<file path="src/rtl/piso_nbit_tx.sv">
// rtl/piso_nbit_tx.sv - parallel-in serial-out transmitter with valid/ready load
// Optional even-parity trailer bit when PISO_PARITY_EN is defined.
module piso_nbit_tx #(
    parameter int N         = 4,
    parameter bit MSB_FIRST = 1'b0
) (
    input  logic         clk,
    input  logic         reset_ah_in,
    input  logic         load_valid_in,
    output logic         load_ready_out,
    input  logic [N-1:0] data_in,
    output logic         q_out,
    output logic         q_valid_out,
    output logic         frame_start_out,
    output logic         busy_out
);

    localparam int CW = $clog2(N + 1);
    localparam logic [CW-1:0] LAST = CW'(N - 1);

    typedef enum logic [1:0] {
        IDLE,
        SHIFT
`ifdef PISO_PARITY_EN
        , PARITY
`endif
    } state_t;

    state_t        state_q, state_d;
    logic [N-1:0]  shift_q, shift_d;
    logic [CW-1:0] cnt_q, cnt_d;
    logic          q_q, q_d;
    logic          valid_q, valid_d;
    logic          start_q, start_d;
    logic          busy_q, busy_d;
`ifdef PISO_PARITY_EN
    logic          par_q, par_d;
`endif

    logic last_cycle;
    logic accept;
    logic first_bit;
    logic next_bit;

    // Ready is asserted in the final output cycle so the next frame follows with no gap.
`ifdef PISO_PARITY_EN
    assign last_cycle = (state_q == PARITY);
`else
    assign last_cycle = (state_q == SHIFT) && (cnt_q == LAST);
`endif

    assign load_ready_out = ~reset_ah_in & ((state_q == IDLE) | last_cycle);
    assign accept         = load_valid_in & load_ready_out;

    assign first_bit = MSB_FIRST ? data_in[N-1] : data_in[0];
    assign next_bit  = MSB_FIRST ? shift_q[N-1] : shift_q[0];

    always_comb begin
        state_d = state_q;
        shift_d = shift_q;
        cnt_d   = cnt_q;
        q_d     = q_q;
        valid_d = valid_q;
        start_d = 1'b0;
        busy_d  = busy_q;
`ifdef PISO_PARITY_EN
        par_d   = par_q;
`endif
        if (accept) begin
            // The first bit goes straight to q; the shift register keeps the remainder.
            state_d = SHIFT;
            shift_d = MSB_FIRST ? (data_in << 1) : (data_in >> 1);
            cnt_d   = '0;
            q_d     = first_bit;
            valid_d = 1'b1;
            start_d = 1'b1;
            busy_d  = 1'b1;
`ifdef PISO_PARITY_EN
            par_d   = ^data_in;
`endif
        end else begin
            case (state_q)
                SHIFT: begin
                    if (cnt_q == LAST) begin
                        cnt_d = '0;
`ifdef PISO_PARITY_EN
                        state_d = PARITY;
                        q_d     = par_q;
`else
                        state_d = IDLE;
                        q_d     = 1'b0;
                        valid_d = 1'b0;
                        busy_d  = 1'b0;
`endif
                    end else begin
                        cnt_d   = cnt_q + CW'(1);
                        q_d     = next_bit;
                        shift_d = MSB_FIRST ? (shift_q << 1) : (shift_q >> 1);
                    end
                end
`ifdef PISO_PARITY_EN
                PARITY: begin
                    state_d = IDLE;
                    q_d     = 1'b0;
                    valid_d = 1'b0;
                    busy_d  = 1'b0;
                end
`endif
                default: begin
                    q_d     = 1'b0;
                    valid_d = 1'b0;
                    busy_d  = 1'b0;
                end
            endcase
        end
    end

    always_ff @(posedge clk or posedge reset_ah_in) begin
        if (reset_ah_in) begin
            state_q <= IDLE;
            shift_q <= '0;
            cnt_q   <= '0;
            q_q     <= 1'b0;
            valid_q <= 1'b0;
            start_q <= 1'b0;
            busy_q  <= 1'b0;
`ifdef PISO_PARITY_EN
            par_q   <= 1'b0;
`endif
        end else begin
            state_q <= state_d;
            shift_q <= shift_d;
            cnt_q   <= cnt_d;
            q_q     <= q_d;
            valid_q <= valid_d;
            start_q <= start_d;
            busy_q  <= busy_d;
`ifdef PISO_PARITY_EN
            par_q   <= par_d;
`endif
        end
    end

    assign q_out           = q_q;
    assign q_valid_out     = valid_q;
    assign frame_start_out = start_q;
    assign busy_out        = busy_q;

endmodule

</file>
<file path="config.mk">
export PLATFORM = sky130hd
export DESIGN_NAME = piso_nbit_tx
export DESIGN_NICKNAME = d
export VERILOG_FILES = /design/src/rtl/piso_nbit_tx.sv
export SDC_FILE = /design/constraint.sdc
export NUM_CORES = 1
export LEC_CHECK = 0
export CELL_PAD_IN_SITES_DETAIL_PLACEMENT = 2
export CELL_PAD_IN_SITES_GLOBAL_PLACEMENT = 2
export CORE_MARGIN = 5
export CORE_UTILIZATION = 30
export CTS_CLUSTER_SIZE = 24
export DETAILED_ROUTE_END_ITERATION = 10
export GPL_TIMING_DRIVEN = 0
export PLACE_DENSITY = 0.83
export SETUP_SLACK_MARGIN = 0.4
export SLEW_MARGIN = 20
export SYNTH_ARGS = -nofsm -noshare
export SYNTH_HDL_FRONTEND = slang
export SYNTH_SLANG_ARGS = --single-unit
</file>
<file path="constraint.sdc">
create_clock -name clk -period 3.4 [get_ports clk]
set_input_delay 1.02 -clock clk [delete_from_list [all_inputs] [get_ports clk]]
set_output_delay 1.02 -clock clk [all_outputs]
set_load 0.02 [all_outputs]
</file>
==> Flow_metrics.wiki <==
{| class="wikitable"
! Metric !! Value
|-
| Result of the run || completed
|-
| Via count of the first global-routing pass || 438
|-
| Maximum number of pins on one net before global-route repair || 12
|-
| Worst min-delay path startpoint || cnt_q[0]
|-
| Vertical die dimension || 49.3 um
|-
| Setup crit end kind || output pin
|-
| Net Switching || 0.181 mW
|-
| Weighted congestion at the end of routability-driven global placement || 0.602
|-
| Post-route standard cell area excluding fillers || 611 um2
|-
| Portion of total power attributed to combinational logic || 47.3%
|-
| Total inserted antenna cells || 0
|-
| Effective utilization at floorplan || 31.1%
|-
| Class of the most critical setup path || in -> out
|-
| Largest vdd supply drop || 0.000282 V
|-
| Post-synth EDFFs || 0
|-
| Power per unit of standard cell area || 826 mW/mm2
|-
| Worst r2r src || cnt_q[0]
|-
| Clk_skew || 0.000299 ns
|-
| Setup repair after global routing missed its margin || false
|-
| Share of post-route cells with drive strength above 1 || 22.6%
|-
| Detailed-routing iteration count for the pre-antenna-repair pass || 1
|-
| Final HPWL from detailed placement || 723 um
|-
| P_int || 0.324 mW
|-
| Filler cell count || 152
|-
| Global route overflow || 0
|-
| Arrival time at the worst endpoint || 1.77 ns
|-
| Total of buffers placed on input and output ports || 11
|-
| Crit-path cells || clkdlybuf4s50_1 -> nor2_1 -> clkbuf_2
|-
| Count of yosys warnings during synthesis || 0
|-
| Top_reg_cell synth || sky130_fd_sc_hd__dfrtp_1
|-
| Required time reported for the critical path endpoint || 2.38 ns
|-
| Average via count per standard cell || 4.96
|-
| Final hold violation count || 0
|-
| Sequential power share || 36.8%
|-
| Max-capacitance violation count || 0
|-
| Wire length reported by the detailed router || 973 um
|-
| Placeable core region || 0.00149 mm2
|-
| Number of instances in the synthesized netlist || 39
|-
| H-Tree Level Count || 1
|-
| Routed Antenna Nets || 0
|-
| Slew @ Worst Pin || 0.535 ns
|-
| Number of antenna violations at the first check in global routing || 0
|-
| Skew-Pair Late Insertion Delay || 0.26 ns
|-
| Area of the mapped netlist || 463 um2
|-
| Maximum fanout along the worst path || 3
|-
| Number of placement rows || 14
|-
| Overall die width || 49.3 um
|-
| Clock buffer count from CTS || 3
|-
| Post-place instance area || 593 um2
|-
| Startpoint kind of the worst setup timing path || primary input
|-
| Total count of max-transition violations in the final report || 0
|-
| Worst min path class || reg -> reg
|-
| Die footprint || 0.00243 mm2
|-
| Setup violation total in the final timing report || 0
|-
| Seq/Total Area, Yosys || 54.1%
|-
| Area Growth Syn to Fin || 31.9%
|-
| IO Pins || 12
|-
| Hold Buf Count CTS || 0
|-
| Clock buffer depth || 2
|-
| Cell at the root of the clock tree || sky130_fd_sc_hd__clkbuf_4
|-
| GRT Overall Usage || 9.86%
|-
| Switching power share of the total || 35.8%
|-
| FMAX || 0.359 GHz
|-
| Final-layout setup total negative slack || 0 ns
|-
| Wire per inst || 14.1 um
|-
| Leak pwr || 0.293 nW
|-
| Number of buffers inserted by post-CTS setup repair || 0
|-
| Cell variety after synth || 20
|-
| Part of the power in the clock network || 16.0%
|-
| Vias after detailed routing || 342
|-
| Total DRC errors in the routed layout || 0
|-
| Worst setup startpoint || reset_ah_in
|-
| Slowest Stage Delay on Critical Path || 0.46 ns
|-
| Post-Synthesis Mean Instance Area || 11.9 um2
|-
| DRT iter0 DRCs || 0
|-
| Clock tree from TritonCTS || built
|-
| Post-route fraction of the period consumed by the critical path || 82.0%
|-
| Number of nets produced by synthesis || 47
|-
| Nets || 63
|-
| Final core utilization || 41.0%
|-
| Wire length of the first global-routing pass || 1.81 mm
|-
| Clock net sink count || 10
|-
| Share of flip-flops with an asynchronous set or reset after synthesis || 100%
|-
| Slew margin rel. || 64.1%
|-
| Number of register bits inferred by synthesis || 10
|-
| Tmin final || 2.79 ns
|-
| Clock slew at the register clock pins of the worst setup and hold paths || 0.06 ns
|-
| CTS-repair resized insts || 1
|-
| Cell type of the slowest stage on the worst timing path || sky130_fd_sc_hd__clkdlybuf4s50_1
|}
-- worst paths after layout --
path                       slack, ns         endpoint  depth (start not counted)
min                             0.52         cnt_q[0]                          1
max in group asynchronous       1.97  frame_start_out                          2
min reg2reg                     0.52         cnt_q[0]                          1
max                             0.61   load_ready_out                          3
min in group asynchronous       1.14         busy_out                          2
max reg2reg                     1.83       shift_q[1]                          4
-- layer usage --
| layer | share of wire [%] | up-vias | global-route usage, % |
|---|---|---|---|
| met2 | 51 | 8 | 15.9 |
| met5 | 0 | - | 0 |
| li1 | - | 161 | - |
| met1 | 42 | 169 | 10.1 |
| met4 | 2.6 | 0 | 8.07 |
| met3 | 4.0 | 4 | 3.36 |
-- logic make-up after synthesis --
group | count (synthesis) | synth area share, %
compound gates | 7 | 10.0
buf+inv | 5 | 6.76
flops | 10 | 54.1
simple gates | 9 | 8.38
mux | 7 | 18.1
fa+ha+maj | 1 | 2.70
-- Yosys cell counts (all sizes together) (2+ instances only) --
cell / number / share of area [%]
inv: 2 / 1.6
mux2i: 2 / 4.3
o21ai: 2 / 2.2
nand2: 4 / 3.2
dfrtp: 10 / 54
buf: 2 / 4.1
mux2: 5 / 14
nor2: 3 / 2.4
-- layout by cell type (no fill, tap or decap), types with 2 or more instances in the layout --
cell,n
sky130_fd_sc_hd__clkbuf_2,2
sky130_fd_sc_hd__clkbuf_4,3
sky130_fd_sc_hd__clkdlybuf4s50_1,10
sky130_fd_sc_hd__dfrtp_1,10
sky130_fd_sc_hd__inv_1,2
sky130_fd_sc_hd__mux2_2,3
sky130_fd_sc_hd__mux2_4,2
sky130_fd_sc_hd__mux2i_1,2
sky130_fd_sc_hd__nand2_1,4
sky130_fd_sc_hd__nor2_1,3
-- power by group through the flow --
stage | clock [mW] | sequential (mW) | combinational [mW]
floorplan | 0 | 0.198 | 0.147
global placement | 0 | 0.186 | 0.236
detailed placement | 0 | 0.188 | 0.245
CTS | 0.0854 | 0.186 | 0.243
global route | 0.0941 | 0.192 | 0.265
finish | 0.0804 | 0.185 | 0.238
-- per-stage QoR --
stage	setup slack (ns)	hold slack [ns]	instances	power [mW]
after floorplan	1.07	0.472	39	0.345
after global placement	0.199	0.491	66	0.421
after detailed placement	0.188	0.502	66	0.433
after CTS	0.440	0.515	69	0.514
after global routing	0.551	0.543	69	0.551
final	0.612	0.517	69	0.504
-- registers in the layout, summed over array words and instances (netlist names) --
signal and cells:
busy_out 1, cnt_q 3, frame_start_out 1, q_out 1
shift_q 3, state_q 1
-- layout make-up --
cell class	count	area (um2)	area share, %
Sequential cell	10	250	41.0
Multi-Input combinational cell	24	181	29.7
Timing Repair Buffer	11	105	17.2
Buffer	3	23.8	3.89
Clock buffer	3	22.5	3.69
Tap cell	16	20.0	3.28
Inverter	2	7.51	1.23
-- critical path: cells and delay by family --
family / cells / cell delay, ns
buffers and inverters: 2 / 0.63
AND/OR/NAND/NOR: 1 / 0.12
(Power assumes the default switching activity.)
